**config.mk**
```make
export PLATFORM = sky130hd
export DESIGN_NAME = instr_fetch_unit
export DESIGN_NICKNAME = d
export VERILOG_FILES = /design/src/rtl/instr_fetch_unit.sv
export SDC_FILE = /design/constraint.sdc
export NUM_CORES = 1
export LEC_CHECK = 0
export ABC_AREA = 1
export CAP_MARGIN = 10
export CELL_PAD_IN_SITES_DETAIL_PLACEMENT = 1
export CELL_PAD_IN_SITES_GLOBAL_PLACEMENT = 2
export CORE_ASPECT_RATIO = 2
export CORE_MARGIN = 4
export CORE_UTILIZATION = 31
export DETAILED_ROUTE_END_ITERATION = 10
export PLACE_DENSITY = 0.77
export SLEW_MARGIN = 5
export SYNTH_ARGS = -nofsm -noshare
export SYNTH_HDL_FRONTEND = slang
export SYNTH_SLANG_ARGS = --single-unit
```
**constraint.sdc**
```tcl
create_clock -name clk -period 4.6 [get_ports clk]
set_input_delay 0.92 -clock clk [delete_from_list [all_inputs] [get_ports clk]]
set_output_delay 0.92 -clock clk [all_outputs]
set_load 0.01 [all_outputs]
```
**src/rtl/instr_fetch_unit.sv**
```systemverilog
// Instruction fetch unit: owns the PC, reads a combinational instruction memory and
// queues {pc, word} for decode. Define FETCH_PERF_CNT_EN to add the perf_fetched/perf_stall counters.
module instr_fetch_unit #(
  parameter logic [31:0] RESET_PC  = 32'h0,
  parameter int unsigned MEM_WORDS = 64,
  parameter int unsigned QDEPTH    = 2
) (
  input  logic        clk,
  input  logic        reset,
  input  logic        start,
  output logic [31:0] imem_addr,
  input  logic [31:0] imem_rd,
  output logic        out_valid,
  input  logic        out_ready,
  output logic [31:0] out_instr,
  output logic [31:0] out_pc,
  input  logic        redirect_valid,
  input  logic [31:0] redirect_pc,
  output logic        busy,
  output logic        done
`ifdef FETCH_PERF_CNT_EN
  ,
  output logic [31:0] perf_fetched,
  output logic [31:0] perf_stall
`endif
);

  localparam int unsigned AW = $clog2(QDEPTH);
  localparam int unsigned CW = $clog2(QDEPTH) + 1;
  // 33-bit limit so a memory ending exactly at 2^32 cannot wrap to zero.
  localparam logic [32:0] LIMIT = 33'(RESET_PC) + 33'(MEM_WORDS) * 33'd4;

  typedef enum logic [1:0] {S_IDLE, S_RUN, S_FULL, S_DONE} state_t;

  state_t        state_q, state_d;
  logic [31:0]   pc_q, pc_d;
  logic [CW-1:0] count_q, count_d;
  logic [AW-1:0] head_q, head_d, tail_q, tail_d;
  logic          busy_q, done_q;
  logic [31:0]   qpc_q   [QDEPTH];
  logic [31:0]   qinstr_q[QDEPTH];

  logic          pop, redir, push, pop_eff, free, tgt_ok;
  logic [31:0]   tgt;
  logic [32:0]   pc_inc;

  assign out_valid = (count_q != '0);
  assign out_instr = out_valid ? qinstr_q[head_q] : '0;
  assign out_pc    = out_valid ? qpc_q[head_q]    : '0;
  assign imem_addr = pc_q;
  assign busy      = busy_q;
  assign done      = done_q;

  always_comb begin
    pop     = out_valid && out_ready;
    redir   = redirect_valid && (state_q != S_IDLE);
    tgt     = {redirect_pc[31:2], 2'b00};
    tgt_ok  = ({1'b0, tgt} < LIMIT) && (tgt >= RESET_PC);
    pc_inc  = {1'b0, pc_q} + 33'd4;
    free    = (count_q < CW'(QDEPTH)) || pop;
    push    = ((state_q == S_RUN) || (state_q == S_FULL)) && free && !redir;
    pop_eff = pop && !redir;

    state_d = state_q;
    pc_d    = pc_q;
    count_d = count_q + CW'(push) - CW'(pop_eff);
    head_d  = head_q + AW'(pop_eff);
    tail_d  = tail_q + AW'(push);

    // Redirect outranks push/pop: flush, load the aligned target, and decide RUN vs DONE.
    if (redir) begin
      count_d = '0;
      head_d  = '0;
      tail_d  = '0;
      pc_d    = tgt;
      state_d = tgt_ok ? S_RUN : S_DONE;
    end else begin
      if (push) pc_d = pc_inc[31:0];
      case (state_q)
        S_IDLE: if (start) state_d = S_RUN;
        S_RUN: begin
          if (push && (pc_inc >= LIMIT))                  state_d = S_DONE;
          else if ((count_q == CW'(QDEPTH)) && !pop)       state_d = S_FULL;
        end
        S_FULL: begin
          if (push && (pc_inc >= LIMIT)) state_d = S_DONE;
          else if (pop)                  state_d = S_RUN;
        end
        default: ;
      endcase
    end
  end

  always_ff @(posedge clk or posedge reset) begin
    if (reset) begin
      state_q <= S_IDLE;
      pc_q    <= RESET_PC;
      count_q <= '0;
      head_q  <= '0;
      tail_q  <= '0;
      busy_q  <= 1'b0;
      done_q  <= 1'b0;
    end else begin
      state_q <= state_d;
      pc_q    <= pc_d;
      count_q <= count_d;
      head_q  <= head_d;
      tail_q  <= tail_d;
      busy_q  <= (state_d == S_RUN) || (state_d == S_FULL);
      done_q  <= (state_d == S_DONE);
    end
  end

  always_ff @(posedge clk) begin
    if (push) begin
      qpc_q[tail_q]    <= pc_q;
      qinstr_q[tail_q] <= imem_rd;
    end
  end

`ifdef FETCH_PERF_CNT_EN
  logic [31:0] fetched_q, stall_q;

  always_ff @(posedge clk or posedge reset) begin
    if (reset) begin
      fetched_q <= '0;
      stall_q   <= '0;
    end else begin
      if (push && (fetched_q != '1))              fetched_q <= fetched_q + 32'd1;
      if ((state_q == S_FULL) && (stall_q != '1)) stall_q   <= stall_q + 32'd1;
    end
  end

  assign perf_fetched = fetched_q;
  assign perf_stall   = stall_q;
`endif

endmodule

```
Word level (Yosys, flattened, before mapping). Memory sizes are Yosys's and may differ from the RTL's. Cells that the tools add are included.

Bits of input ports: 69. Bits in registers: 40. Logic and storage cells: 58. Output and inout port bits: 99. RAM bits: 128. Memories kept: 2.

Memory list: qinstr_q (depth 2, bits a word 32, rd ports 1, clocked after memory_dff 0, write ports 1, RTL line 41) `logic [31:0] qinstr_q[QDEPTH];`; qpc_q (depth 2, bits a word 32, rd ports 1, clocked after memory_dff 0, write ports 1, RTL line 40) `logic [31:0] qpc_q [QDEPTH];`.

Multiplexer cells: 17. Eq/ne operators: 6. Order comparisons: 4. Reductions and logical operators: 17. Add/subtract/negate cells: 5.

Operator list (number): two-way mux 32 bit (4); adder 32 x 3 -> 33 bit (second input constant) (1); >= comparator 33 x 9 -> 1 bit (second input constant) (1); >= comparator 32 x 1 -> 1 bit (second input constant) (1); less-than comparator 32 x 9 -> 1 bit (second input constant) (1); two-way mux 2 bit (8); equality test 2 bit (second input constant) (4); logical AND 1 bit (8); case mux 2 bit (3 select lines) (1); nonzero test 2 bit (3); equality test 2 x 1 -> 1 bit (second input constant) (2); two-way mux 1 bit (4); logical OR 1 bit (3); adder 1 bit (2); adder 2 x 1 -> 2 bit (1); zero test 1 bit (2); zero test 2 bit (1); less-than comparator 2 bit (second input constant) (1); subtractor 2 x 1 -> 2 bit (1).

Logic depth before layout (Yosys ltp). Gate-level depths: netlist of the first run.

Word-level depth: 11. Depth in mapped cells: 19. Mapped depth without buffers: 19.

Least setup slack after synthesis of the first run. No wires, ideal clock.

Kind: in2reg. Start: input out_ready. End: memory qinstr_q[1][0] (enable). Data required time: 4.173 ns. Library setup time: 0.427 ns. Path slack: 0.691 ns. Path buffers: 2. Stages: 9. Arrival time: 3.482 ns. Cells stage by stage: inv_1 > nor2_1 > inv_1 > nand2_1 > nand2_1 > nor2_1 > buf_2 > buf_1 > ha_1.

Cells in the longest elaborated chain, start to end: 6.

RTL lines: start: declaration (RTL line 14) `input logic out_ready,`; logical AND 1 bit (RTL line 55) `pop = out_valid && out_ready;`; logical OR 1 bit (RTL line 60) `free = (count_q < CW'(QDEPTH)) || pop;`; logical AND 1 bit (2 in a row) (RTL line 61) `push = ((state_q == S_RUN) || (state_q == S_FULL)) && free && !redir;`; two-way mux 1 bit (RTL line 115) `if (push) begin`; two-way mux 1 bit (implied by the code) (RTL line 117) `qinstr_q[tail_q] <= imem_rd;`; end: declaration (RTL line 41).

No other way between the ends.

Worst setup path in the final report of the first run.
Start: register head_q. End: output out_instr[4].

Cells in the longest elaborated chain, start to end: 2.

RTL lines: start: declaration (RTL line 38) `logic [AW-1:0] head_q, head_d, tail_q, tail_d;`; start signal: assignment (RTL line 99) `head_q <= '0;`; start signal: assignment (RTL line 107) `head_q <= head_d;`; memory (2 x 32 bit); two-way mux 32 bit (RTL line 48) `assign out_instr = out_valid ? qinstr_q[head_q] : '0;`; end: declaration (RTL line 15) `output logic [31:0] out_instr,`.

No other way between the ends.

==> impl_metrics.yaml, run 1 <==
status:
  status: "complete, no violations"
sta:
  fin_ws_ps: 1190
  min_period_ps: 3410
  rsz0062_at_grt: "no"
  fin_worst_skew_ps: 15.8
  fin_crit_sh: 0.741
  hold_viol_final: 0
  worst_slew_pin_slew_ps: 883
  maxSlewHeadroom: 0.411
  setup_viol: 0
  drv_slew: 0
  fmax_mhz: 293
  fin_hold_ws_ps: 626
  finalSetupTns_ps: 0
critical_path:
  cp-end-kind: "output pin"
  worst_setup_path_start_kind: "flop"
  reg2reg_slack_ps: 1470
  critPathKind: "flop to output pin"
  critical_path.slowest_cell: "clkdlybuf4s50_1"
  r2r-end: "busy$_DFF_PP0_"
  reg2reg_depth: 19
  crit_path_max_incr_delay_ps: 580
  required_ps: 3680
  crit_buf_inv: 3
  r2r-start: "imem_addr[2]$_DFFE_PP0P_"
  cp_max_fo: 35
  cp_cell_sequence: "inv_2 > buf_4 > nand2_1 > a21oi_1 > clkdlybuf4s50_1"
  worstPathArrival_ps: 2490
  crit_family: "buffers and inverters"
global_route:
  use_met3: 0.0329
  top_usage_layer: "met2"
  grt_pass1_wl_um: 38700
  overflow: 0
  antenna_found_initial: 0
  use_met1: 0.183
  grt_pass1_vias: 6634
  met2_usage: 0.380
  groute.usage.overall: 0.189
  grt_start_max_net_pins: 64
placement:
  portBuffers: 161
  placed_cells: 1217
  dp_worst_setup_slack_ps: 951
  place_congestion: 0.839
  placed_area_um2: 9520
  dp_hpwl_um: 18700
clock_network:
  cts_resized: 0
  ctsHoldBuffers: 0
  clock_path_buffers: 2
  postCtsSetupBuffers: 0
  cts-buffers-inserted: 17
  cts.reportedPaths.clkPinSlew_ps: 70
  clock_latency_ps: 440
  ctsRootBufferMaster: "clkbuf_16"
  h-tree-depth: 4
  tritoncts: "done"
  clock-sinks: 162
logic_synthesis:
  synth_area_um2: 7520
  ys_warn_count: 0
  avgSynthCellArea_um2: 9.58
  ys_ff_latch: 162
  synth_seq_area_share: 0.621
  synth.distinct_cells: 33
  syn_inst: 785
  synth_largest_area_cell: "edfxtp_1"
  synth_top_cell_area_share: 0.495
  synth_area_leaders: "edfxtp_1 (49%), nand2_1 (15%), dfrtp_1 (13%)"
hold_path:
  min_to: "qpc_q[0][5]$_DFFE_PP_"
  worst_hold_startpoint: "imem_addr[5]$_DFFE_PP0P_"
  whs_path_depth: 0
  hold_class: "flop to flop"
final_layout:
  fin_area_um2: 10100
  drive_gt1_frac: 0.0696
  finalNonFillerCells: 1249
  antenna_cells: 0
  final_nets: 1029
  utilization: 0.424
  syn2layout_area_growth_pct: 34.8
route:
  via_per_inst: 4.92
  wl_per_cell_um: 20.0
  ant_nets: 0
  drc: 0
  dr_total_vias: 6143
  dr.pass1.iters: 4
  drt_iter0_markers: 322
  wl_um: 25000
power:
  ir_worst_vdd_mv: 0.244
  p_per_area_nw_per_um2: 678
  finalPower_mw: 6.87
  p_leak_nw: 3.88
floorplanning:
  die_area_um2: 27000
  ios: 168
  die_x_um: 118
  start_util: 0.314
  die_h_um: 228
  rows: 80
  core_region_area_um2: 23900
job:
  cap_violations: 0
[power by group]
part / leakage [nW] / switching, mW / internal [mW]
clock network: 0.302 / 0.583 / 0.873
registers: 1.61 / 0.441 / 2.19
logic: 1.97 / 1.61 / 1.18
total: 3.88 / 2.63 / 4.24
[sequential cells by signal, summed over array words and instances, names as in the netlist]
| register | flops |
|---|---|
| qpc_q | 60 |
| head_q | 1 |
| done | 1 |
| tail_q | 1 |
| state_q | 2 |
| busy | 1 |
| qinstr_q | 64 |
| imem_addr | 30 |
| count_q | 2 |
[layer usage]
metal	part of all wire	routed length, um
met5	0	0
met4	0.031	787
met3	0.029	735
met2	0.60	14900
met1	0.34	8560
[synthesized netlist by cell type (all sizes together)]
master / number
nand2: 312
edfxtp: 124
nor2: 65
a21oi: 64
inv: 48
dfrtp: 38
clkbuf: 25
nand3: 22
ha: 11
o211ai: 11
xor2: 10
nand3b: 9
o221ai: 9
buf: 8
nor4: 6
o21ai: 6
nand4: 5
and2: 2
clkinv: 2
nor3: 2
or2: 2
a31oi: 1
conb: 1
o21bai: 1
xnor2: 1
[worst register-to-register path, delay by kind of cell (launching register included)]
kind / cells / cell delay, ps
adder cells (fa/ha/maj): 2 / 540
buffers and inverters: 1 / 170
flip-flops: 1 / 520
AND/OR/NAND/NOR: 16 / 1790
[placed cells by master (no fill, tap or decap), types with 2 or more instances in the layout]
cell type        instances
and2_1                   2
clkinvlp_4               2
clkinv_1                 2
clkbuf_16               20
inv_4                    2
o221ai_1                 9
clkdlybuf4s50_1        161
conb_1                   4
nor4_1                   6
o21ai_1                  2
nand4_1                  5
nand3_1                 22
nor2_1                  53
ha_2                     2
ha_1                     9
clkbuf_8                 2
buf_4                   11
clkinv_4                 3
a21oi_1                 64
or2_2                    2
o21ai_0                  4
inv_1                   45
o211ai_1                11
nor3_1                   2
nand3b_1                 9
buf_12                   3
xor2_1                  10
edfxtp_1               124
dfrtp_1                 37
inv_2                    3
nor2_2                   6
nor2_4                   6
nand2_1                310
[worst max-delay path by stage]
stage / slack [ps] / start / cells past startpoint / endpoint
4_1_cts: 1030 / head_q$_DFF_PP0_ / 5 / out_instr[4]
6_report: 1190 / head_q$_DFF_PP0_ / 5 / out_instr[4]
3_5_place_dp: 950 / out_ready / 9 / qinstr_q[1][16]$_DFFE_PP_
3_3_place_gp: 940 / out_ready / 9 / qinstr_q[1][17]$_DFFE_PP_
5_1_grt: 970 / head_q$_DFF_PP0_ / 5 / out_instr[16]
2_1_floorplan: 690 / out_ready / 9 / qinstr_q[1][0]$_DFFE_PP_
[logic make-up (layout without fill, tap and decap cells)]
logic type | after synthesis | after routing | share of synthesized area
simple gates | 425 | 425 | 0.233
xor+xnor | 11 | 11 | 0.0128
other cells | 1 | 4 | 0.000498
fa+ha+maj | 11 | 11 | 0.0183
flops | 162 | 162 | 0.621
compound gates | 92 | 92 | 0.0699
buf+inv | 83 | 257 | 0.0437
[cell type report]
class	instances	area, um2
fill	2708	13800
tap	287	359
timing repair buffer	175	1750
multi-input combinational	543	2550
sequential	162	4680
inverter	50	188
clock buffer	23	532
clock inverter	9	88.8
No activity file was read; power rests on OpenSTA's default activity.
==> inputs of run 2 (changes only) <==
Clock period 4.6 ns to 3.2 ns, I/O delays scaled along.
==> run 2 against run 1 <==
  * Worst setup slack got worse by 880 ps
  * Final cell count rose by 1.4%
  * Register-to-register slack worse by 1200 ps
  * Non-clock buffer count is 17 higher
  * Sequential cell count did not move
  * Critical endpoint is now busy$_DFF_PP0_
==> impl_metrics.yaml, run 2 (synthesis gave the netlist of run 1 again) <==
clock_network:
  ctsRootBufferMaster: "clkbuf_16"
  clock_latency_ps: 430
  cts.reportedPaths.clkPinSlew_ps: 60
  clock_path_buffers: 2
  ctsHoldBuffers: 0
  tritoncts: "done"
  cts-buffers-inserted: 17
  clock-sinks: 162
  h-tree-depth: 4
  cts_resized: 0
  postCtsSetupBuffers: 0
route:
  drt_iter0_markers: 337
  wl_um: 24800
  via_per_inst: 4.88
  dr_total_vias: 6176
  ant_nets: 0
  dr.pass1.iters: 4
  drc: 0
  wl_per_cell_um: 19.6
sta:
  fmax_mhz: 346
  fin_hold_ws_ps: 596
  fin_crit_sh: 0.903
  min_period_ps: 2890
  hold_viol_final: 0
  fin_ws_ps: 309
  maxSlewHeadroom: 0.440
  rsz0062_at_grt: "no"
  worst_slew_pin_slew_ps: 840
  fin_worst_skew_ps: 10.3
  setup_viol: 0
  finalSetupTns_ps: 0
  drv_slew: 0
floorplanning:
  die_x_um: 118
  ios: 168
  core_region_area_um2: 23900
  die_area_um2: 27000
  start_util: 0.314
  rows: 80
  die_h_um: 228
final_layout:
  fillers: 2717
  drive_gt1_frac: 0.0827
  max_flop_register: "qinstr_q"
  largest_reg_flops: 64
  finalNonFillerCells: 1266
  final_nets: 1046
  final_common_cell: "nand2_1"
  syn2layout_area_growth_pct: 36.1
  final_cell_mix: "nand2_1 (310), clkdlybuf4s50_1 (161), edfxtp_1 (124)"
  antenna_cells: 0
critical_path:
  critPathKind: "flop to flop"
  required_ps: 3520
  worstPathArrival_ps: 3210
  cp-end-kind: "flop"
  cp_max_fo: 4
  worst_setup_path_start_kind: "flop"
placement:
  placed_cells: 1234
  place_congestion: 0.831
  portBuffers: 161
  dp_worst_setup_slack_ps: 259
  dp_hpwl_um: 18700
job:
  cap_violations: 0
power:
  finalPower_mw: 9.93
  p_per_area_nw_per_um2: 969
  p_leak_nw: 3.95
  ir_worst_vdd_mv: 0.418
hold_path:
  hold_class: "flop to flop"
global_route:
  groute.usage.overall: 0.187
  antenna_found_initial: 0
  overflow: 0
  grt_pass1_wl_um: 38500
  grt_start_max_net_pins: 49
  grt_pass1_vias: 6686
status:
  status: "complete, no violations"
==> run 2: changes by cell type in the layout (fill, tap and decap cells not counted), sizes merged <==
cell,previous run,this run
buf,14,31
clkinvlp,2,1
inv,50,49
clkinv,6,7
bufinv,1,2
==> run 2: path summary, 6_finish.rpt <==
path / end / cells past startpoint / slack, ps / start
min reg2reg: qpc_q[1][5]$_DFFE_PP_ / 0 / 600 / imem_addr[5]$_DFFE_PP0P_
max in group asynchronous: head_q$_DFF_PP0_ / 3 / 2110 / reset
max: busy$_DFF_PP0_ / 19 / 310 / imem_addr[3]$_DFFE_PP0P_
min in group asynchronous: imem_addr[25]$_DFFE_PP0P_ / 3 / 650 / reset
max reg2reg: busy$_DFF_PP0_ / 19 / 310 / imem_addr[3]$_DFFE_PP0P_
min: qpc_q[1][5]$_DFFE_PP_ / 0 / 600 / imem_addr[5]$_DFFE_PP0P_
==> run 2: report_power, final <==
group          switching [mW]  internal (mW)
Combinational            2.42           1.79
Sequential              0.545           3.15
Clock                   0.833           1.19
Total                    3.80           6.13
==> run 2: cell type report <==
cell class	count	area (um2)	area share
timing repair buffer	192	1890	0.185
clock inverter	9	109	0.0106
clock buffer	23	468	0.0457
sequential	162	4680	0.457
tap	287	359	0.0351
inverter	50	188	0.0183
multi-input combinational	543	2550	0.249
==> run 2: worst max-delay path, cell delays in order (launching register included) <==
cell and delay [ps]:
dfrtp_1 360, ha_1 190, nand2_1 90, nor2_1 250
nand2_1 180, nor2_4 260, nand2_1 90, nand2_1 70
nand2_1 70, nor2_1 90, nand2_1 60, nor2_1 180
nand3_1 120, nand2_2 110, nand2_1 50, nand2_1 60
nand3_1 120, nand2_1 90, nand2_1 70, ha_1 290
==> run 2: per-layer routing <==
layer | track usage | routed length (um) | up-vias
met2 | 0.374 | 14600 | 135
met4 | 0.0840 | 898 | 0
li1 | - | - | 2966
met3 | 0.0332 | 781 | 42
met1 | 0.182 | 8450 | 3033
met5 | 0 | 0 | -
==> run 2: per-stage QoR <==
| step | util | area [um2] |
|---|---|---|
| floorplan | - | 7530 |
| global placement | 0.404 | 9660 |
| detailed placement | 0.404 | 9660 |
| CTS | 0.428 | 10200 |
| global route | 0.428 | 10200 |
| finish | 0.428 | 10200 |
